$ cat config.mk
export PLATFORM = sky130hd
export DESIGN_NAME = mem_stage
export DESIGN_NICKNAME = d
export VERILOG_FILES = /design/src/rtl/mem_stage.sv
export SDC_FILE = /design/constraint.sdc
export NUM_CORES = 1
export LEC_CHECK = 0
export ABC_AREA = 1
export BUFFER_PORTS_ARGS = -buffer_cell sky130_fd_sc_hd__buf_2
export CAP_MARGIN = 5
export CORE_ASPECT_RATIO = 0.8
export CORE_MARGIN = 2
export CORE_UTILIZATION = 35
export DETAILED_ROUTE_END_ITERATION = 16
export PLACE_DENSITY = 0.73
export SYNTH_ARGS = -nofsm -noshare
export SYNTH_HDL_FRONTEND = slang
export SYNTH_SLANG_ARGS = --single-unit
$ cat constraint.sdc
create_clock -name clk -period 4.4 [get_ports clk]
set_input_delay 1.1 -clock clk [delete_from_list [all_inputs] [get_ports clk]]
set_output_delay 1.1 -clock clk [all_outputs]
set_load 0.02 [all_outputs]
$ cat src/rtl/mem_stage.sv
// Memory-access pipeline stage: load/store issue over a req/gnt/rvalid handshake with registered MEM-WB outputs.
// Define MEM_MISALIGN_TRAP_EN to flag misaligned accesses instead of force-aligning them.
module mem_stage #(
   parameter int WIDTH    = 32,
   parameter int ADDR_LEN = 32
) (
   input  logic                clk,
   input  logic                reset,
   input  logic                valid_i,
   input  logic [ADDR_LEN-1:0] pc_i,
   input  logic [WIDTH-1:0]    alu_out_i,
   input  logic [WIDTH-1:0]    rs2_value_i,
   input  logic [1:0]          mem_op_i,
   input  logic [1:0]          mem_size_i,
   input  logic                mem_unsigned_i,
   input  logic [4:0]          rd_i,
   input  logic                reg_we_i,
   output logic                stall_o,
   output logic                dmem_req,
   output logic                dmem_we,
   output logic [ADDR_LEN-1:0] dmem_addr,
   output logic [3:0]          dmem_be,
   output logic [WIDTH-1:0]    dmem_wdata,
   input  logic                dmem_gnt,
   input  logic                dmem_rvalid,
   input  logic [WIDTH-1:0]    dmem_rdata,
   output logic                valid_o,
   output logic [ADDR_LEN-1:0] pc_o,
   output logic [4:0]          rd_o,
   output logic                reg_we_o,
   output logic [WIDTH-1:0]    wb_data_o,
   output logic                misaligned_o
);

   typedef enum logic [1:0] {IDLE = 2'd0, REQ = 2'd1, WAIT = 2'd2} state_t;

   state_t           state;
   logic             is_load;
   logic             is_store;
   logic             trap;
   logic             mem_go;
   logic [1:0]       off;
   logic [3:0]       be;
   logic [WIDTH-1:0] wdata;
   logic [WIDTH-1:0] shifted;
   logic [WIDTH-1:0] load_data;

   // Decode the access and choose the effective byte offset
   always_comb begin
      is_load  = valid_i && (mem_op_i == 2'b01);
      is_store = valid_i && (mem_op_i == 2'b10);
`ifdef MEM_MISALIGN_TRAP_EN
      trap = (is_load || is_store) &&
             (((mem_size_i == 2'b01) && alu_out_i[0]) ||
              (mem_size_i[1] && (alu_out_i[1:0] != 2'b00)));
      off  = alu_out_i[1:0];
`else
      trap = 1'b0;
      case (mem_size_i)
         2'b00:   off = alu_out_i[1:0];
         2'b01:   off = {alu_out_i[1], 1'b0};
         default: off = 2'b00;
      endcase
`endif
      mem_go = (is_load || is_store) && !trap;
   end

   // Store lane steering and load extraction
   always_comb begin
      shifted = dmem_rdata >> {off, 3'b000};
      case (mem_size_i)
         2'b00: begin
            be        = 4'b0001 << off;
            wdata     = {4{rs2_value_i[7:0]}};
            load_data = mem_unsigned_i ? {{(WIDTH-8){1'b0}}, shifted[7:0]}
                                       : {{(WIDTH-8){shifted[7]}}, shifted[7:0]};
         end
         2'b01: begin
            be        = 4'b0011 << {off[1], 1'b0};
            wdata     = {2{rs2_value_i[15:0]}};
            load_data = mem_unsigned_i ? {{(WIDTH-16){1'b0}}, shifted[15:0]}
                                       : {{(WIDTH-16){shifted[15]}}, shifted[15:0]};
         end
         default: begin
            be        = 4'b1111;
            wdata     = rs2_value_i;
            load_data = shifted;
         end
      endcase
   end

   // Handshake outputs and upstream stall
   always_comb begin
      case (state)
         IDLE: begin
            dmem_req = mem_go;
            stall_o  = mem_go && !(is_store && dmem_gnt);
         end
         REQ: begin
            dmem_req = 1'b1;
            stall_o  = !(is_store && dmem_gnt);
         end
         WAIT: begin
            dmem_req = 1'b0;
            stall_o  = !dmem_rvalid;
         end
         default: begin
            dmem_req = 1'b0;
            stall_o  = 1'b0;
         end
      endcase
      if (dmem_req) begin
         dmem_we    = is_store;
         dmem_addr  = {alu_out_i[ADDR_LEN-1:2], 2'b00};
         dmem_be    = be;
         dmem_wdata = wdata;
      end else begin
         dmem_we    = 1'b0;
         dmem_addr  = '0;
         dmem_be    = 4'b0000;
         dmem_wdata = '0;
      end
   end

   // FSM and MEM-WB pipeline registers; stalled edges insert bubbles
   always_ff @(posedge clk) begin
      if (reset) begin
         state        <= IDLE;
         valid_o      <= 1'b0;
         pc_o         <= '0;
         rd_o         <= 5'd0;
         reg_we_o     <= 1'b0;
         wb_data_o    <= '0;
         misaligned_o <= 1'b0;
      end else begin
         case (state)
            IDLE: begin
               if (mem_go) begin
                  if (dmem_gnt) state <= is_load ? WAIT : IDLE;
                  else          state <= REQ;
               end
            end
            REQ:     if (dmem_gnt) state <= is_load ? WAIT : IDLE;
            WAIT:    if (dmem_rvalid) state <= IDLE;
            default: state <= IDLE;
         endcase
         if (stall_o) begin
            valid_o      <= 1'b0;
            reg_we_o     <= 1'b0;
            misaligned_o <= 1'b0;
         end else begin
            valid_o      <= valid_i;
            pc_o         <= pc_i;
            rd_o         <= rd_i;
            reg_we_o     <= valid_i && reg_we_i && !is_store && !trap;
            wb_data_o    <= (state == WAIT) ? load_data : alu_out_i;
            misaligned_o <= trap;
         end
      end
   end

endmodule

==> flow_summary.toml <==
[timing]
relSlewSlack_pct = 40.51
setup_viol = 0
skew_ns = 0.007439
tns_ns = 0
timing.hold.ws_ns = 0.4751
hold_viol_final = 0
fin_crit_ns = 4.057
slew_violations = 0
fmax_ghz = 0.2465
rsz0062_at_grt = "no"
tightest_slew_ns = 0.8910
finalCritPeriodShare_pct = 92.20

[detailed_routing]
wl_per_cell_um = 13.90
drt_iter0_drc = 368
drc = 0
drt_wl_total_um = 16230
vias = 5531
viasPerCell = 4.740
first_pass_iters = 5
postRouteAntennaNets = 0

[worst_setup_path]
crit_type = "in2out"
critPathMaxFanout = 51
worstPathArrival_ns = 2.96
required_ns = 3.30
end_kind = "primary output"
start_kind = "input port"

[power]
vdd_drop_max_v = 0.0002348
power_density_mw_per_mm2 = 358.1
p_leak_nw = 3.663

[floorplan]
core_area_mm2 = 0.01225
start_util_pct = 36.02
core.rowCount = 36
die_h_um = 104.4
die_w_um = 129.5
die_area_mm2 = 0.01353
num_io_pins = 287

[global_route]
grt_overflow = 0
grt_max_degree = 60
grt_pass1_vias = 4879
gr-usage-all-layers_pct = 23.03
grt_first_pass_wirelength_um = 25010
antenna_found_initial = 0

[clock_tree]
ctsResizeCount = 0
cts.sinks = 73
worstSkewPairLatency_ns = 0.33
post_cts_buffers = 0
cts_buffers = 9
cts_buffer_depth = 2
htreeDepth = 3
cts.root.buffer_cell = "clkbuf_16"
clk_pin_slew_ns = 0.06
holdBufCountCts = 0
cts_tree = "yes"

[final_layout]
drive_gt1_share_pct = 32.33
diodes = 0
syn2layout_area_growth_pct = 39.47
fill_cells = 1353
nets = 1135

[min_path]
hold_path_class = "reg2reg"

[synthesis]
yosys_register_bits = 73
ys_seq_area_share_pct = 33.12
yosysUniqueCellTypes = 27
netlist_instances = 742
synth.cell_area_mm2 = 0.004413
syn_avg_cell_area_um2 = 5.947
synth_warnings = 0

[placed_design]
dpl.hpwl_um = 12220
place.gp.congestion = 0.8686
portBuffers = 283

[flow_run]
cap_viol_max_count = 0

[run_status]
run_status = "finished clean"
critical path: stages:
cell	delay, ns
buf_2	0.09
inv_1	0.07
nand3_1	0.11
nand2_1	0.11
inv_1	0.06
a21oi_2	0.41
inv_2	0.47
a211oi_1	0.29
buf_2	0.20
report_power, final:
| group | internal [mW] | switching, mW | total, mW | leakage [nW] |
|---|---|---|---|---|
| combinational | 0.213 | 0.431 | 0.644 | 2.90 |
| clock | 0.501 | 0.295 | 0.796 | 0.153 |
| sequential | 0.732 | 0.0320 | 0.764 | 0.608 |
cell usage in the layout, fill, tap and decap left out, drive strengths merged:
| master | netlist | routed |
|---|---|---|
| o22ai | 7 | 7 |
| dfxtp | 73 | 73 |
| clkinvlp | 0 | 2 |
| a21oi | 47 | 47 |
| o211ai | 4 | 4 |
| nor3 | 2 | 2 |
| bufinv | 0 | 2 |
| inv | 86 | 88 |
| clkinv | 1 | 2 |
| o21ai | 92 | 92 |
| nand4 | 1 | 1 |
| nand2 | 116 | 116 |
| clkbuf | 22 | 9 |
| buf | 31 | 289 |
| a211oi | 1 | 1 |
| nand3 | 71 | 71 |
| nor2 | 187 | 187 |
| conb | 1 | 3 |
per-stage QoR:
stage	instance area (um^2)	worst slack [ns]	util [%]	total power, mW	cells
detailed placement	5828	0.3565	47.57	1.421	1151
global route	6155	0.1678	50.23	2.325	1167
finish	6155	0.3430	50.23	2.204	1167
CTS	6155	0.3437	50.23	2.221	1167
global placement	5828	0.3902	47.57	1.416	1151
floorplan	4420	0.7514	-	1.187	744
metal layers:
layer	global-route usage, %	wire length (um)
met2	35.83	7219
met3	4.990	1256
met4	5.914	233
met5	0	0
met1	32.20	7517
logic make-up after synthesis:
logic type	synth area share (%)
flops	33.12
simple gates	35.36
other cells	0.08498
buf+inv	13.75
compound gates	17.69
path summary, 6_finish.rpt:
| kind | startpoint | to | slack, ns | cells past startpoint |
|---|---|---|---|---|
| hold / removal | pc_o[4] | pc_o[4] | 0.48 | 2 |
| setup / recovery | mem_op_i[0] | dmem_be[1] | 0.34 | 9 |
| hold reg to reg | pc_o[4] | pc_o[4] | 0.48 | 2 |
| setup reg to reg | state[1] | wb_data_o[14] | 2.25 | 7 |
synth_stat cells, drive strengths merged:
library cell | instances | area, um^2
conb | 1 | 3.750
clkbuf | 22 | 82.58
nand4 | 1 | 6.260
o21ai | 92 | 460.4
buf | 31 | 197.7
o22ai | 7 | 43.79
a211oi | 1 | 7.510
nor2 | 187 | 720.7
o211ai | 4 | 30.03
nor3 | 2 | 10.01
dfxtp | 73 | 1461
a21oi | 47 | 239.0
nand3 | 71 | 365.3
nand2 | 116 | 457.9
inv | 86 | 322.8
clkinv | 1 | 3.750
sequential cells by signal, summed over array words and instances, names as in the netlist:
register	count
pc_o	32
rd_o	5
reg_we_o	1
state	2
valid_o	1
wb_data_o	32
layout make-up:
type / instances / area [um^2] / share of cell area [%]
inverter: 87 / 326.6 / 5.306
sequential: 73 / 1461 / 23.74
multi-input combinational: 531 / 2352 / 38.22
clock buffer: 9 / 225.2 / 3.659
timing repair buffer: 289 / 1474 / 23.95
tap: 171 / 214.0 / 3.476
clock inverter: 7 / 101.3 / 1.647
Power figures use the tool's default switching activity.
